### config.mk
export PLATFORM = sky130hd
export DESIGN_NAME = if_stage_fq
export DESIGN_NICKNAME = d
export VERILOG_FILES = /design/src/rtl/pipeline_pkg.sv /design/src/rtl/fetch_fifo.sv /design/src/rtl/if_stage_fq.sv
export SDC_FILE = /design/constraint.sdc
export NUM_CORES = 1
export LEC_CHECK = 0
export ABC_AREA = 1
export CAP_MARGIN = 25
export CORE_UTILIZATION = 50
export CTS_CLUSTER_DIAMETER = 60
export DETAILED_ROUTE_END_ITERATION = 7
export PLACE_DENSITY = 0.73
export SLEW_MARGIN = 40
export SYNTH_ARGS = -nofsm -noshare
export SYNTH_HDL_FRONTEND = slang
export SYNTH_SLANG_ARGS = --single-unit
### constraint.sdc
create_clock -name clk -period 2.81 [get_ports clk]
set_input_delay 0.562 -clock clk [delete_from_list [all_inputs] [get_ports clk]]
set_output_delay 0.562 -clock clk [all_outputs]
set_load 0.01 [all_outputs]
### src/rtl/pipeline_pkg.sv
// Shared pipeline types for the fetch stage: IF/ID payload, the fetch
// request tag, and default sizing constants.
package pipeline_pkg;

  localparam int IFID_XLEN        = 32;
  localparam int FQ_DEPTH_DEFAULT = 4;
  // Increments on every redirect; the extra bit over log2(depth) covers
  // back-to-back redirects while responses are still in flight.
  localparam int EPOCH_W          = $clog2(FQ_DEPTH_DEFAULT) + 1;

  typedef struct packed {
    logic [31:0]          instr;
    logic [IFID_XLEN-1:0] pc;
    logic [IFID_XLEN-1:0] pc_plus4;
  } ifid_t;

  typedef struct packed {
    logic [IFID_XLEN-1:0] pc;
    logic [EPOCH_W-1:0]   epoch;
  } fetch_tag_t;

endpackage

### src/rtl/fetch_fifo.sv
// Generic synchronous FIFO with push/pop/clear and occupancy count.
// Push while full is accepted only when a pop happens in the same cycle;
// clear has priority over push and pop.
module fetch_fifo #(
  parameter type T     = logic [31:0],
  parameter int  DEPTH = 4
) (
  input  logic                     clk,
  input  logic                     rst_n,
  input  logic                     push_i,
  input  T                         data_i,
  input  logic                     pop_i,
  input  logic                     clear_i,
  output T                         data_o,
  output logic [$clog2(DEPTH):0]   count_o
);

  localparam int AW = $clog2(DEPTH);

  T                mem_q [DEPTH];
  T                mem_d [DEPTH];
  logic [AW-1:0]   wr_ptr_q, wr_ptr_d;
  logic [AW-1:0]   rd_ptr_q, rd_ptr_d;
  logic [AW:0]     count_q, count_d;
  logic            do_push, do_pop;

  // Next-state for storage, pointers and count.
  always_comb begin
    do_pop   = pop_i && (count_q != '0);
    do_push  = push_i && ((count_q != (AW+1)'(DEPTH)) || do_pop);
    mem_d    = mem_q;
    wr_ptr_d = wr_ptr_q;
    rd_ptr_d = rd_ptr_q;
    count_d  = count_q;
    if (clear_i) begin
      wr_ptr_d = '0;
      rd_ptr_d = '0;
      count_d  = '0;
    end else begin
      if (do_push) begin
        mem_d[wr_ptr_q] = data_i;
        wr_ptr_d        = wr_ptr_q + 1'b1;
      end
      if (do_pop) begin
        rd_ptr_d = rd_ptr_q + 1'b1;
      end
      case ({do_push, do_pop})
        2'b10:   count_d = count_q + 1'b1;
        2'b01:   count_d = count_q - 1'b1;
        default: count_d = count_q;
      endcase
    end
  end

  // State registers; storage is reset so the head reads as zero after reset.
  always_ff @(posedge clk or negedge rst_n) begin
    if (!rst_n) begin
      mem_q    <= '{default: '0};
      wr_ptr_q <= '0;
      rd_ptr_q <= '0;
      count_q  <= '0;
    end else begin
      mem_q    <= mem_d;
      wr_ptr_q <= wr_ptr_d;
      rd_ptr_q <= rd_ptr_d;
      count_q  <= count_d;
    end
  end

  assign data_o  = mem_q[rd_ptr_q];
  assign count_o = count_q;

endmodule

### src/rtl/if_stage_fq.sv
// Fetch stage: PC register, in-order requests to a variable-latency imem,
// pending-tag table plus fetch queue, and epoch-based squashing on redirect.
// Optional macro IF_PERF_CNT_EN adds saturating performance counters.
// The IF/ID payload type is fixed at 32-bit addresses and the epoch is sized
// for FQ_DEPTH_DEFAULT entries.
module if_stage_fq
  import pipeline_pkg::*;
#(
  parameter int              XLEN         = 32,
  parameter int              FQ_DEPTH     = FQ_DEPTH_DEFAULT,
  parameter logic [XLEN-1:0] RESET_VECTOR = 32'h0000_0000
) (
  input  logic            clk,
  input  logic            rst_n,
  input  logic            redirect_i,
  input  logic [XLEN-1:0] redirect_pc_i,
  output logic            imem_req_valid_o,
  input  logic            imem_req_ready_i,
  output logic [XLEN-1:0] imem_req_addr_o,
  input  logic            imem_rsp_valid_i,
  input  logic [31:0]     imem_rsp_data_i,
  output logic            id_valid_o,
  input  logic            id_ready_i,
  output ifid_t           id_o,
  output logic [XLEN-1:0] pcplus4_o
`ifdef IF_PERF_CNT_EN
  ,
  output logic [31:0]     perf_fetched_o,
  output logic [31:0]     perf_squashed_o,
  output logic [31:0]     perf_stall_o
`endif
);

  localparam int CW = $clog2(FQ_DEPTH) + 1;

  logic [XLEN-1:0]    pc_q, pc_d;
  logic [EPOCH_W-1:0] epoch_q, epoch_d;
  logic [CW-1:0]      fq_count, pend_count;
  logic [CW:0]        occupancy;
  fetch_tag_t         pend_tag, pend_head;
  ifid_t              fq_entry, fq_head;
  logic               req_valid, req_hs, rsp_accept, rsp_stale, id_valid, id_pop;

  // Request gating, response classification and next PC/epoch.
  always_comb begin
    occupancy  = (CW+1)'(fq_count) + (CW+1)'(pend_count);
    req_valid  = rst_n && !redirect_i && (occupancy < (CW+1)'(FQ_DEPTH));
    req_hs     = req_valid && imem_req_ready_i;
    rsp_accept = imem_rsp_valid_i && !redirect_i && (pend_head.epoch == epoch_q);
    rsp_stale  = imem_rsp_valid_i && !rsp_accept;
    id_valid   = (fq_count != '0);
    id_pop     = id_valid && id_ready_i;

    pend_tag.pc       = pc_q;
    pend_tag.epoch    = epoch_q;
    fq_entry.instr    = imem_rsp_data_i;
    fq_entry.pc       = pend_head.pc;
    fq_entry.pc_plus4 = pend_head.pc + XLEN'(4);

    pc_d    = pc_q;
    epoch_d = epoch_q;
    if (redirect_i) begin
      pc_d    = {redirect_pc_i[XLEN-1:2], 2'b00};
      epoch_d = epoch_q + 1'b1;
    end else if (req_hs) begin
      pc_d = pc_q + XLEN'(4);
    end
  end

  // PC and epoch registers.
  always_ff @(posedge clk or negedge rst_n) begin
    if (!rst_n) begin
      pc_q    <= RESET_VECTOR;
      epoch_q <= '0;
    end else begin
      pc_q    <= pc_d;
      epoch_q <= epoch_d;
    end
  end

  fetch_fifo #(.T(fetch_tag_t), .DEPTH(FQ_DEPTH)) u_pending (
    .clk     (clk),
    .rst_n   (rst_n),
    .push_i  (req_hs),
    .data_i  (pend_tag),
    .pop_i   (imem_rsp_valid_i),
    .clear_i (1'b0),
    .data_o  (pend_head),
    .count_o (pend_count)
  );

  fetch_fifo #(.T(ifid_t), .DEPTH(FQ_DEPTH)) u_fetch_q (
    .clk     (clk),
    .rst_n   (rst_n),
    .push_i  (rsp_accept),
    .data_i  (fq_entry),
    .pop_i   (id_pop),
    .clear_i (redirect_i),
    .data_o  (fq_head),
    .count_o (fq_count)
  );

  assign imem_req_valid_o = req_valid;
  assign imem_req_addr_o  = pc_q;
  assign id_valid_o       = id_valid;
  assign id_o             = fq_head;
  assign pcplus4_o        = pc_q + XLEN'(4);

`ifdef IF_PERF_CNT_EN
  logic [31:0] fetched_cnt_q, fetched_cnt_d;
  logic [31:0] squashed_cnt_q, squashed_cnt_d;
  logic [31:0] stall_cnt_q, stall_cnt_d;

  // Saturating event counters.
  always_comb begin
    fetched_cnt_d  = fetched_cnt_q;
    squashed_cnt_d = squashed_cnt_q;
    stall_cnt_d    = stall_cnt_q;
    if (rsp_accept && (fetched_cnt_q != '1))            fetched_cnt_d  = fetched_cnt_q + 1'b1;
    if (rsp_stale && (squashed_cnt_q != '1))            squashed_cnt_d = squashed_cnt_q + 1'b1;
    if (id_valid && !id_ready_i && (stall_cnt_q != '1)) stall_cnt_d    = stall_cnt_q + 1'b1;
  end

  // Counter registers.
  always_ff @(posedge clk or negedge rst_n) begin
    if (!rst_n) begin
      fetched_cnt_q  <= '0;
      squashed_cnt_q <= '0;
      stall_cnt_q    <= '0;
    end else begin
      fetched_cnt_q  <= fetched_cnt_d;
      squashed_cnt_q <= squashed_cnt_d;
      stall_cnt_q    <= stall_cnt_d;
    end
  end

  assign perf_fetched_o  = fetched_cnt_q;
  assign perf_squashed_o = squashed_cnt_q;
  assign perf_stall_o    = stall_cnt_q;
`else
  logic unused_stale;
  assign unused_stale = rsp_stale;
`endif

endmodule

Yosys cells after proc, flatten, opt, wreduce, memory -nomap -nowiden

Cells that the tools add are included.

Register bits after elaboration: 573
Output and inout port bits: 162
Word-level logic and storage cells: 103

Add/subtract/negate cells: 12
Order comparisons: 7
Equal/unequal tests: 7
Muxes and demuxes: 21
Bitwise operators: 5
Reduce and logical (&&, ||, !) cells: 23

Operator list:

| operator                                                    | number |
|---|---|
| bitwise mux 384 bit                                         | 1 |
| two-way mux 96 bit                                          | 3 |
| binary-select mux 96 bit (select 2 bit)                     | 1 |
| demux 96 bit (select 2 bit)                                 | 1 |
| bitwise mux 140 bit                                         | 1 |
| two-way mux 35 bit                                          | 3 |
| binary-select mux 35 bit (select 2 bit)                     | 1 |
| demux 35 bit (select 2 bit)                                 | 1 |
| adder 32 x 3 -> 32 bit (second input constant)              | 2 |
| two-way mux 32 bit                                          | 2 |
| >= comparator 3 bit (second input constant)                 | 4 |
| logical AND 1 bit                                           | 12 |
| NOT 2 -> 3 bit                                              | 4 |
| one-hot mux 3 bit (2 select lines)                          | 2 |
| adder 3 x 1 -> 3 bit (second input constant)                | 3 |
| nonzero test 3 bit                                          | 3 |
| adder 2 x 1 -> 2 bit (second input constant)                | 4 |
| two-way mux 2 bit                                           | 4 |
| nonzero test 2 bit                                          | 4 |
| less-than comparator 3 x 1 -> 1 bit (second input constant) | 2 |
| != test 3 bit (second input constant)                       | 2 |
| subtractor 3 x 1 -> 3 bit (second input constant)           | 2 |
| adder 3 x 3 -> 4 bit                                        | 1 |
| == test 2 x 1 -> 1 bit (second input constant)              | 2 |
| 8 further kinds                                             | 10 |

Logic depth before layout (Yosys ltp)

Gate-level depths: netlist (run 1).

Depth in word-level cells: 10
Depth in mapped cells: 18

Modules after synthesis

A second synthesis (run 1) with hierarchy kept.

Cell total of the unflattened synthesis: 3231
Area, all modules: 28233.3 um^2

Modules (own cells, without submodules):

| module                  | instances | cells each | area an instance (um^2) | sequential area each (um^2) |
|---|---|---|---|---|
| fetch_fifo at u_fetch_q | 1         | 1934       | 18089.8                 | 9784.4 |
| fetch_fifo at u_pending | 1         | 739        | 6730.2                  | 3678.5 |
| if_stage_fq             | 1         | 558        | 3413.3                  | 825.8 |

Worst setup path before layout (run 1)

OpenSTA, ideal clock, no wires.

Kind: in2reg
Start point: input redirect_i
End point: register u_pending.count_q[2], in the netlist u_pending.count_o[2]
Setup time: 0.131 ns
Data arrival time: 2.576 ns
Setup slack: 0.103 ns
Stages: 14
Cells stage by stage: buf_2 > clkinv_2 > nand3_1 > a31oi_1 > nand2_1 > inv_2 > nand2_4 > clkbuf_1 > ha_1 > inv_1 > fa_1 > a21oi_1 > o21ai_0 > xor2_1

Cells in the longest elaborated chain, start to end: 7
Elaborated cells between the ends (all ways): 9
Classes of those cells: eq/ne (2); mux (1); reduce/logical (6)

Ends and longest elaborated chain:

| item                                                                     | RTL line          | source |
|---|---|---|
| start, declared                                                          | if_stage_fq.sv:15 | `input logic redirect_i,` |
| logical NOT 1 bit *                                                      | if_stage_fq.sv:47 | `req_valid = rst_n && !redirect_i && (occupancy < (CW+1)'(FQ_DEPTH));` |
| logical AND 1 bit * (2 in series)                                        | if_stage_fq.sv:47 |  |
| via imem_req_valid_o                                                     | if_stage_fq.sv:17 | `output logic imem_req_valid_o,` |
| logical AND 1 bit *                                                      | if_stage_fq.sv:48 | `req_hs = req_valid && imem_req_ready_i;` |
| logical AND 1 bit *                                                      | fetch_fifo.sv:30  | `do_push = push_i && ((count_q != (AW+1)'(DEPTH)) \|\| do_pop);` |
| == test 2 x 1 -> 1 bit or == test 2 bit (tied branches)                  | fetch_fifo.sv:47  | `case ({do_push, do_pop})` |
| one-hot mux 3 bit (2 select lines) or nonzero test 2 bit (tied branches) | --                |  |
| end signal, assigned                                                     | fetch_fifo.sv:66  | `count_q <= count_d;` |
| end, declared                                                            | fetch_fifo.sv:24  | `logic [AW:0] count_q, count_d;` |

The timed path passes the listed nets; every way through them passes the cells marked *.
A chain may end at the register's enable or synchronous reset.

Worst setup path after layout (run 1)

Start point: register pc_q[8], in the netlist imem_req_addr_o[8]
End point: output pcplus4_o[31]

Cells in the longest elaborated chain, start to end: 1

Ends and longest elaborated chain:

| item                   | RTL line           | source |
|---|---|---|
| start, declared        | if_stage_fq.sv:36  | `logic [XLEN-1:0] pc_q, pc_d;` |
| start signal, assigned | if_stage_fq.sv:76  | `pc_q <= pc_d;` |
| adder 32 x 3 -> 32 bit | if_stage_fq.sv:107 | `assign pcplus4_o = pc_q + XLEN'(4);` |
| end, declared          | if_stage_fq.sv:25  | `output logic [XLEN-1:0] pcplus4_o` |

Every way passes these cells.

==> impl_metrics.prom, run 1 <==
# TYPE chip_impl_metric gauge
chip_impl_metric{name="cts.path.max_buffers",unit=""} 3
chip_impl_metric{name="timing.clock.skew",unit="ns"} 0.02529
chip_impl_metric{name="cts_inserted_buffers",unit=""} 58
chip_impl_metric{name="total_switching_power",unit="mW"} 13.04
chip_impl_metric{name="finish.cell_count_without_fillers",unit=""} 4147
chip_impl_metric{name="ys_ff_latch",unit=""} 547
chip_impl_metric{name="numPlacedInstances",unit=""} 4010
chip_impl_metric{name="path_max_fanout",unit=""} 3
chip_impl_metric{name="dr.pass1.iters",unit=""} 5
chip_impl_metric{name="wirelength",unit="um"} 77400
chip_impl_metric{name="first_pass_grt_wire_length",unit="um"} 122300
chip_impl_metric{name="boundaryPins",unit=""} 232
chip_impl_metric{name="vias",unit=""} 23227
chip_impl_metric{name="rows",unit=""} 83
chip_impl_metric{name="synth-seq-area-share",unit="%"} 52.00
chip_impl_metric{name="buffer_ports.inserted",unit=""} 221
chip_impl_info{name="buffer_cell_driving_the_clock_tree_root",value="sky130_fd_sc_hd__clkbuf_16"} 1
chip_impl_metric{name="insertion_delay",unit="ns"} 0.63
chip_impl_metric{name="post_drt_via_cell_ratio",unit=""} 5.601
chip_impl_info{name="layout.cells.most_common",value="sky130_fd_sc_hd__nand2_1"} 1
chip_impl_metric{name="rrSetupSlack",unit="ns"} 0.21
chip_impl_metric{name="max_clock_freq",unit="MHz"} 343.5
chip_impl_info{name="run_status",value="complete, but fails checks"} 1
chip_impl_metric{name="drt_first_iter_violations",unit=""} 2443
chip_impl_metric{name="avgRoutedWirePerCell",unit="um"} 18.66
chip_impl_metric{name="die_outline_height",unit="um"} 231.5
chip_impl_metric{name="clock_tree.htree_level_count",unit=""} 2
chip_impl_info{name="mostFrequentLayoutCells",value="1016 x sky130_fd_sc_hd__nand2_1, 543 x sky130_fd_sc_hd__dfrtp_1, 449 x sky130_fd_sc_hd__o21ai_0, 231 x sky130_fd_sc_hd__nor2_1, 130 x sky130_fd_sc_hd__inv_1"} 1
chip_impl_metric{name="post_synth_instance_area",unit="mm^2"} 0.02633
chip_impl_metric{name="dpl.hpwl",unit="um"} 48060
chip_impl_metric{name="asyncSetResetFlopFracSynth",unit="%"} 100.0
chip_impl_metric{name="timing.max_cap.violations",unit=""} 0
chip_impl_metric{name="finalNetCount",unit=""} 3510
chip_impl_info{name="tritoncts",value="done"} 1
chip_impl_metric{name="power_switching_share",unit="%"} 39.82
chip_impl_info{name="path_class",value="reg2out"} 1
chip_impl_metric{name="clkSlewWorstSetupHoldPaths",unit="ns"} 0.06
chip_impl_metric{name="seq_power_share",unit="%"} 35.0
chip_impl_metric{name="drt_drc_violations_left",unit=""} 0
chip_impl_metric{name="setup_violations",unit=""} 10
chip_impl_metric{name="max_slew.worst_pin.slew",unit="ns"} 0.8335
chip_impl_metric{name="grt_max_degree",unit=""} 163
chip_impl_info{name="worstSetupEndpointType",value="primary output"} 1
chip_impl_metric{name="clock_power_share",unit="%"} 23.2
chip_impl_info{name="violations",value="negative setup slack"} 1
chip_impl_metric{name="gp_congestion",unit=""} 0.8955
chip_impl_metric{name="grt_use_total",unit="%"} 28.70
chip_impl_metric{name="irDropWorstVdd",unit="uV"} 527.6
chip_impl_info{name="holdCritPathClass",value="reg2reg"} 1
chip_impl_metric{name="fin_tns_setup",unit="ns"} -0.4712
chip_impl_metric{name="clock-sinks",unit=""} 547
chip_impl_metric{name="ys_types",unit=""} 47
chip_impl_metric{name="time_the_final_worst_path_needs_with_i_o_delays_and_setup",unit="ns"} 2.911
chip_impl_metric{name="floorplan.initialDensity",unit="%"} 51.00
chip_impl_metric{name="layout-area-overhead-vs-synth",unit="%"} 22.14
chip_impl_metric{name="crit_required",unit="ns"} 2.25
chip_impl_metric{name="p_int",unit="mW"} 19.70
chip_impl_metric{name="instance_count_of_the_mapped_netlist",unit=""} 3175
chip_impl_metric{name="post_synth.cell_area_avg",unit="um^2"} 8.291
chip_impl_metric{name="antennaDiodeCount",unit=""} 0
chip_impl_metric{name="p_leak",unit="nW"} 15.68
chip_impl_metric{name="antenna_violating_nets_post_route",unit=""} 0
chip_impl_metric{name="synth_enable_flop_cells",unit=""} 0
chip_impl_metric{name="slew_headroom",unit="%"} 44.43
chip_impl_metric{name="report.final.slew_viol_count",unit=""} 0
chip_impl_info{name="rsz_0062_raised_after_global_routing",value="yes"} 1
chip_impl_metric{name="timing.critical_path.arrival",unit="ns"} 2.35
chip_impl_metric{name="layout-drive-gt1-share",unit="%"} 14.25
chip_impl_metric{name="cellPowerDensity",unit="mW/mm^2"} 1018
chip_impl_metric{name="comb_power_share",unit="%"} 41.8
chip_impl_metric{name="first_global_vias",unit=""} 22889
chip_impl_metric{name="dieWidth",unit="um"} 231.5
chip_impl_metric{name="fp.coreArea",unit="mm^2"} 0.05161
chip_impl_info{name="synthFlopType",value="sky130_fd_sc_hd__dfrtp_1"} 1
chip_impl_metric{name="ys.warnings.count",unit=""} 0
chip_impl_metric{name="period_share",unit="%"} 103.6
chip_impl_metric{name="timing.final.hold_violations",unit=""} 0
chip_impl_metric{name="layout_setup_ws",unit="ns"} -0.1012
chip_impl_metric{name="grt_antenna_before_repair",unit=""} 1
chip_impl_metric{name="grt.overflow.total",unit=""} 0
chip_impl_metric{name="die_area",unit="mm^2"} 0.05357
chip_impl_info{name="cp-start-kind",value="flip-flop"} 1
[flip-flops by register name, indices dropped and copies added (netlist names)]
signal and cells:
u_pending.count_o 3, u_pending.rd_ptr_q 2, u_fetch_q.mem_q 368, u_fetch_q.wr_ptr_q 2, u_pending.wr_ptr_q 2, epoch_q 3, imem_req_addr_o 30, u_pending.mem_q 132
u_fetch_q.count_o 3, u_fetch_q.rd_ptr_q 2
[cells in the mapped netlist (17+ instances only)]
master | instances | area [um^2]
sky130_fd_sc_hd__buf_2 | 60 | 300.3
sky130_fd_sc_hd__buf_4 | 33 | 247.7
sky130_fd_sc_hd__nor3_1 | 17 | 85.08
sky130_fd_sc_hd__o21a_1 | 95 | 713.2
sky130_fd_sc_hd__nand3_1 | 105 | 525.5
sky130_fd_sc_hd__o211ai_1 | 21 | 157.7
sky130_fd_sc_hd__inv_1 | 134 | 503.0
sky130_fd_sc_hd__o21ai_0 | 460 | 2302
sky130_fd_sc_hd__xor2_1 | 43 | 376.6
sky130_fd_sc_hd__nand2_2 | 30 | 187.7
sky130_fd_sc_hd__buf_6 | 39 | 439.2
sky130_fd_sc_hd__nor2_1 | 237 | 889.6
sky130_fd_sc_hd__o21ai_1 | 37 | 185.2
sky130_fd_sc_hd__o22ai_1 | 92 | 575.6
sky130_fd_sc_hd__dfrtp_1 | 547 | 13690
sky130_fd_sc_hd__clkbuf_1 | 71 | 266.5
sky130_fd_sc_hd__nand2_1 | 1029 | 3862
sky130_fd_sc_hd__nor2_2 | 21 | 131.4
[cells by family (layout without fill, tap and decap cells)]
kind of cell               count (synthesis)  count (layout)  synth area share (%)
and+or+nand+nor                         1475            1475                 22.85
DFF                                      547             547                 52.00
adders and majority gates                 16              16                0.8175
xor gates and xnor gates                  51              51                 1.782
buffers and inverters                    365             650                 7.201
other                                      1               8               0.01424
AOI/OAI and AO/OA                        720             720                 15.34
[layout make-up]
type                       instances  area [um^2]
clock buffer                      80         1664
clock inverter                    23        229.0
fill                            4249        19460
inverter                         157        619.3
multi-input combinational       2270        11230
sequential                       547        13700
tap                              680        850.8
timing repair buffer             390         3867
[layer usage]
layer / vias to the layer above / part of all wire, % / GRT usage [%]
met5: - / 0 / 0
met4: 0 / 3.2 / 10.78
met3: 148 / 7.3 / 3.777
met2: 982 / 47 / 46.20
met1: 11315 / 43 / 39.59
li1: 10782 / - / -
[repair_timing]
action / 4_1_cts / 5_1_grt
endpoints found under the setup margin: 119 / 75
buffers inserted: 15 / 10
gates cloned: 5 / 2
pin swaps: 25 / 18
resized for setup: 357 / 57
hold buffers: 1 / 0
hold endpoints to repair: 17 / 0
[through the flow]
stage	cell area (um^2)	util [%]	worst slack [ns]	hold slack (ns)	power (mW)
CTS	31830	61.67	-0.1359	0.4772	32.60
global placement	29480	57.13	-0.01198	0.4571	24.69
global route	32150	62.30	-0.1860	0.4937	34.60
finish	32150	62.30	-0.1012	0.4736	32.74
floorplan	26350	-	0.1031	0.2664	19.15
detailed placement	29480	57.13	-0.02716	0.4597	25.18
[final timing paths]
path	depth (start not counted)	start	endpoint
worst max-delay path	11	imem_req_addr_o[8]	pcplus4_o[31]
max in group asynchronous	5	rst_n	u_fetch_q.mem_q[207]
worst max register to register	13	u_pending.rd_ptr_q[0]	u_fetch_q.mem_q[215]
min in group asynchronous	3	rst_n	u_fetch_q.mem_q[177]
worst min register to register	2	u_fetch_q.mem_q[222]	u_fetch_q.mem_q[222]
worst min-delay path	2	u_fetch_q.mem_q[222]	u_fetch_q.mem_q[222]
[power groups by stage]
stage          combinational (mW)  clock, mW  sequential [mW]
5_1_grt                      14.9       7.99             11.7
3_5_place_dp                 13.7          0             11.5
2_1_floorplan                7.94          0             11.2
6_report                     13.7       7.60             11.5
3_3_place_gp                 13.3          0             11.4
4_1_cts                      13.5       7.68             11.4
[worst max-delay path, stage by stage, from the launching register on]
cell,delay [ns]
sky130_fd_sc_hd__dfrtp_1,0.40
sky130_fd_sc_hd__nand2_2,0.09
sky130_fd_sc_hd__nor2_4,0.14
sky130_fd_sc_hd__nand2_2,0.08
sky130_fd_sc_hd__nor2_4,0.13
sky130_fd_sc_hd__nand2_2,0.10
sky130_fd_sc_hd__nor2_4,0.16
sky130_fd_sc_hd__and3_4,0.25
sky130_fd_sc_hd__nand2_2,0.06
sky130_fd_sc_hd__nand2_2,0.08
sky130_fd_sc_hd__and2_4,0.15
sky130_fd_sc_hd__buf_6,0.10
Note: power is estimated with default switching activity, not from simulation.
==> run 2, diff against run 1 <==
--- a/config.mk
+++ b/config.mk
@@ -7,6 +7,7 @@
 export LEC_CHECK = 0
 export ABC_AREA = 1
 export CAP_MARGIN = 25
+export CORE_ASPECT_RATIO = 1.75
 export CORE_UTILIZATION = 50
 export CTS_CLUSTER_DIAMETER = 60
 export DETAILED_ROUTE_END_ITERATION = 7
==> impl_metrics.prom, run 2 (synthesized netlist as in run 1, its figures left out) <==
# TYPE chip_impl_metric gauge
chip_impl_metric{name="finalNetCount",unit=""} 3535
chip_impl_metric{name="irDropWorstVdd",unit="uV"} 514.1
chip_impl_metric{name="insertion_delay",unit="ns"} 0.59
chip_impl_metric{name="drt_drc_violations_left",unit=""} 0
chip_impl_metric{name="antennaDiodeCount",unit=""} 0
chip_impl_metric{name="max_slew.worst_pin.slew",unit="ns"} 0.7922
chip_impl_metric{name="post_drt_via_cell_ratio",unit=""} 5.633
chip_impl_metric{name="first_pass_grt_wire_length",unit="um"} 125400
chip_impl_metric{name="dieWidth",unit="um"} 175.5
chip_impl_info{name="violations",value="negative setup slack"} 1
chip_impl_metric{name="cts.path.max_buffers",unit=""} 3
chip_impl_info{name="register_with_the_most_flip_flops",value="u_fetch_q.mem_q"} 1
chip_impl_metric{name="rows",unit=""} 110
chip_impl_info{name="critical_path.reg2reg.endpoint",value="u_fetch_q.mem_q[14]"} 1
chip_impl_metric{name="wirelength",unit="um"} 79230
chip_impl_metric{name="crit_required",unit="ns"} 2.25
chip_impl_info{name="tritoncts",value="done"} 1
chip_impl_metric{name="p_leak",unit="nW"} 15.82
chip_impl_info{name="slowest_stage",value="sky130_fd_sc_hd__dfrtp_1"} 1
chip_impl_info{name="buffer_cell_driving_the_clock_tree_root",value="sky130_fd_sc_hd__clkbuf_16"} 1
chip_impl_metric{name="boundaryPins",unit=""} 232
chip_impl_metric{name="final_core_utilization",unit="%"} 62.46
chip_impl_metric{name="timing.clock.skew",unit="ns"} 0.02919
chip_impl_metric{name="buffer_ports.inserted",unit=""} 221
chip_impl_metric{name="fp.coreArea",unit="mm^2"} 0.05175
chip_impl_metric{name="layout-drive-gt1-share",unit="%"} 14.67
chip_impl_metric{name="grt_antenna_before_repair",unit=""} 1
chip_impl_metric{name="clock_tree.htree_level_count",unit=""} 2
chip_impl_metric{name="placed_cell_area",unit="mm^2"} 0.02970
chip_impl_metric{name="fin_tns_setup",unit="ns"} -1.170
chip_impl_metric{name="path_max_fanout",unit=""} 3
chip_impl_metric{name="reg2reg_depth",unit=""} 13
chip_impl_metric{name="clock-sinks",unit=""} 547
chip_impl_metric{name="slew_headroom",unit="%"} 47.18
chip_impl_metric{name="timing.critical_path.arrival",unit="ns"} 2.41
chip_impl_metric{name="first_global_vias",unit=""} 23032
chip_impl_metric{name="cts_hold_buf",unit=""} 0
chip_impl_metric{name="dpl.hpwl",unit="um"} 51290
chip_impl_info{name="run_status",value="complete, but fails checks"} 1
chip_impl_metric{name="timing.final.hold_violations",unit=""} 0
chip_impl_metric{name="vias",unit=""} 23437
chip_impl_metric{name="layout_setup_ws",unit="ns"} -0.1574
chip_impl_metric{name="final_cell_area",unit="mm^2"} 0.03232
chip_impl_metric{name="clkSlewWorstSetupHoldPaths",unit="ns"} 0.07
chip_impl_metric{name="gp_congestion",unit=""} 0.9828
chip_impl_metric{name="grt.overflow.total",unit=""} 0
chip_impl_metric{name="timing.max_cap.violations",unit=""} 0
chip_impl_info{name="cp-start-kind",value="flip-flop"} 1
chip_impl_info{name="mostFrequentLayoutCells",value="1016 x sky130_fd_sc_hd__nand2_1, 537 x sky130_fd_sc_hd__dfrtp_1, 453 x sky130_fd_sc_hd__o21ai_0, 228 x sky130_fd_sc_hd__nor2_1, 150 x sky130_fd_sc_hd__buf_4"} 1
chip_impl_info{name="worstReg2RegStart",value="u_pending.rd_ptr_q[0]"} 1
chip_impl_metric{name="slowest_delay",unit="ns"} 0.41
chip_impl_metric{name="rrSetupSlack",unit="ns"} 0.22
chip_impl_metric{name="cts_inserted_buffers",unit=""} 50
chip_impl_info{name="path_class",value="reg2out"} 1
chip_impl_metric{name="max_clock_freq",unit="MHz"} 337.0
chip_impl_info{name="worstSetupEndpointType",value="primary output"} 1
chip_impl_metric{name="drt_first_iter_violations",unit=""} 1959
chip_impl_metric{name="avgRoutedWirePerCell",unit="um"} 19.04
chip_impl_metric{name="die_outline_height",unit="um"} 305.5
chip_impl_metric{name="setup_violations",unit=""} 11
chip_impl_metric{name="period_share",unit="%"} 105.6
chip_impl_metric{name="dr.pass1.iters",unit=""} 6
chip_impl_metric{name="layout-area-overhead-vs-synth",unit="%"} 22.79
chip_impl_metric{name="finish.cell_count_without_fillers",unit=""} 4161
chip_impl_info{name="holdCritPathClass",value="in2async"} 1
chip_impl_metric{name="fillCellCount",unit=""} 4356
chip_impl_metric{name="report.final.slew_viol_count",unit=""} 0
chip_impl_metric{name="die_area",unit="mm^2"} 0.05361
chip_impl_metric{name="largest_reg_flops",unit=""} 368
chip_impl_metric{name="grt_max_degree",unit=""} 157
chip_impl_metric{name="numPlacedInstances",unit=""} 4029
chip_impl_info{name="layout.cells.most_common",value="sky130_fd_sc_hd__nand2_1"} 1
chip_impl_info{name="rsz_0062_raised_after_global_routing",value="yes"} 1
chip_impl_metric{name="floorplan.initialDensity",unit="%"} 50.87
chip_impl_metric{name="time_the_final_worst_path_needs_with_i_o_delays_and_setup",unit="ns"} 2.967
chip_impl_metric{name="antenna_violating_nets_post_route",unit=""} 0
chip_impl_metric{name="cellPowerDensity",unit="mW/mm^2"} 1003
chip_impl_metric{name="grt_use_total",unit="%"} 29.66
chip_impl_info{name="worstPathCellList",value="nand2_1, nor3_4, nand2_4, nor2_4, nand2_4, nor3_4, buf_6, xor2_2, buf_2"} 1
-- run 2: cell count changes in the layout (fill, tap and decap cells not counted), sizes merged, moves of 2 or more --
cell           before  now
buf               205  225
dlygate4sd2        55   65
clkdlybuf4s15      18   16
clkinvlp            4    1
clkbuf             87   82
bufbuf              3    7
-- run 2: critical path, delay by kind of cell, from the launching register on --
kind	cells	cell delay (ns)
AND/OR/NAND/NOR	6	0.98
buffers and inverters	2	0.28
XOR/XNOR	1	0.14
flip-flops	1	0.41
-- run 2: routing by layer --
metal  share of wire [%]  GRT usage (%)  up-vias
met5               0.016              0        -
met4                 6.1          16.62        2
met3                 5.8          3.520      215
met2                  51          51.98      921
met1                  37          35.05    11461
li1                    -              -    10838
-- run 2: where the power goes --
group	total (mW)	switching (mW)	internal [mW]
clock	7.06	3.06	4.00
sequential	11.5	1.31	10.2
combinational	13.9	8.67	5.22
total	32.4	13.0	19.4
-- run 2: timing repair --
item / CTS / global route
setup endpoints to repair: 120 / 62
resized for setup: 277 / 111
pin swaps: 20 / 31
buffers inserted: 18 / 15
cloned: 8 / 0
-- run 2: layout make-up --
cell class / instances / area [um^2] / share of cell area (%)
inverter: 157 / 628.1 / 1.943
timing repair buffer: 423 / 4173 / 12.91
clock inverter: 20 / 214.0 / 0.6619
sequential: 547 / 13710 / 42.40
tap: 672 / 840.8 / 2.601
clock buffer: 72 / 1495 / 4.626
multi-input combinational: 2270 / 11270 / 34.86
-- run 2: metrics by stage --
step                      hold slack, ns  setup slack [ns]  power (mW)
final                             0.1677           -0.1574       32.42
after global routing              0.1837           -0.2497       34.24
after CTS                         0.1568           -0.2692       32.38
after detailed placement          0.4599           -0.1394       25.57
after global placement            0.4560           -0.1365       25.12
after floorplan                   0.2664            0.1031       19.15
-- run 2: how the worst max path moves through the flow --
stage / startpoint / cells past startpoint / to
global placement: imem_req_addr_o[8] / 9 / pcplus4_o[28]
floorplan: redirect_i / 14 / u_pending.count_o[2]
global route: imem_req_addr_o[3] / 9 / pcplus4_o[28]
detailed placement: imem_req_addr_o[3] / 9 / pcplus4_o[28]
CTS: imem_req_addr_o[3] / 9 / pcplus4_o[28]
finish: imem_req_addr_o[6] / 9 / pcplus4_o[28]
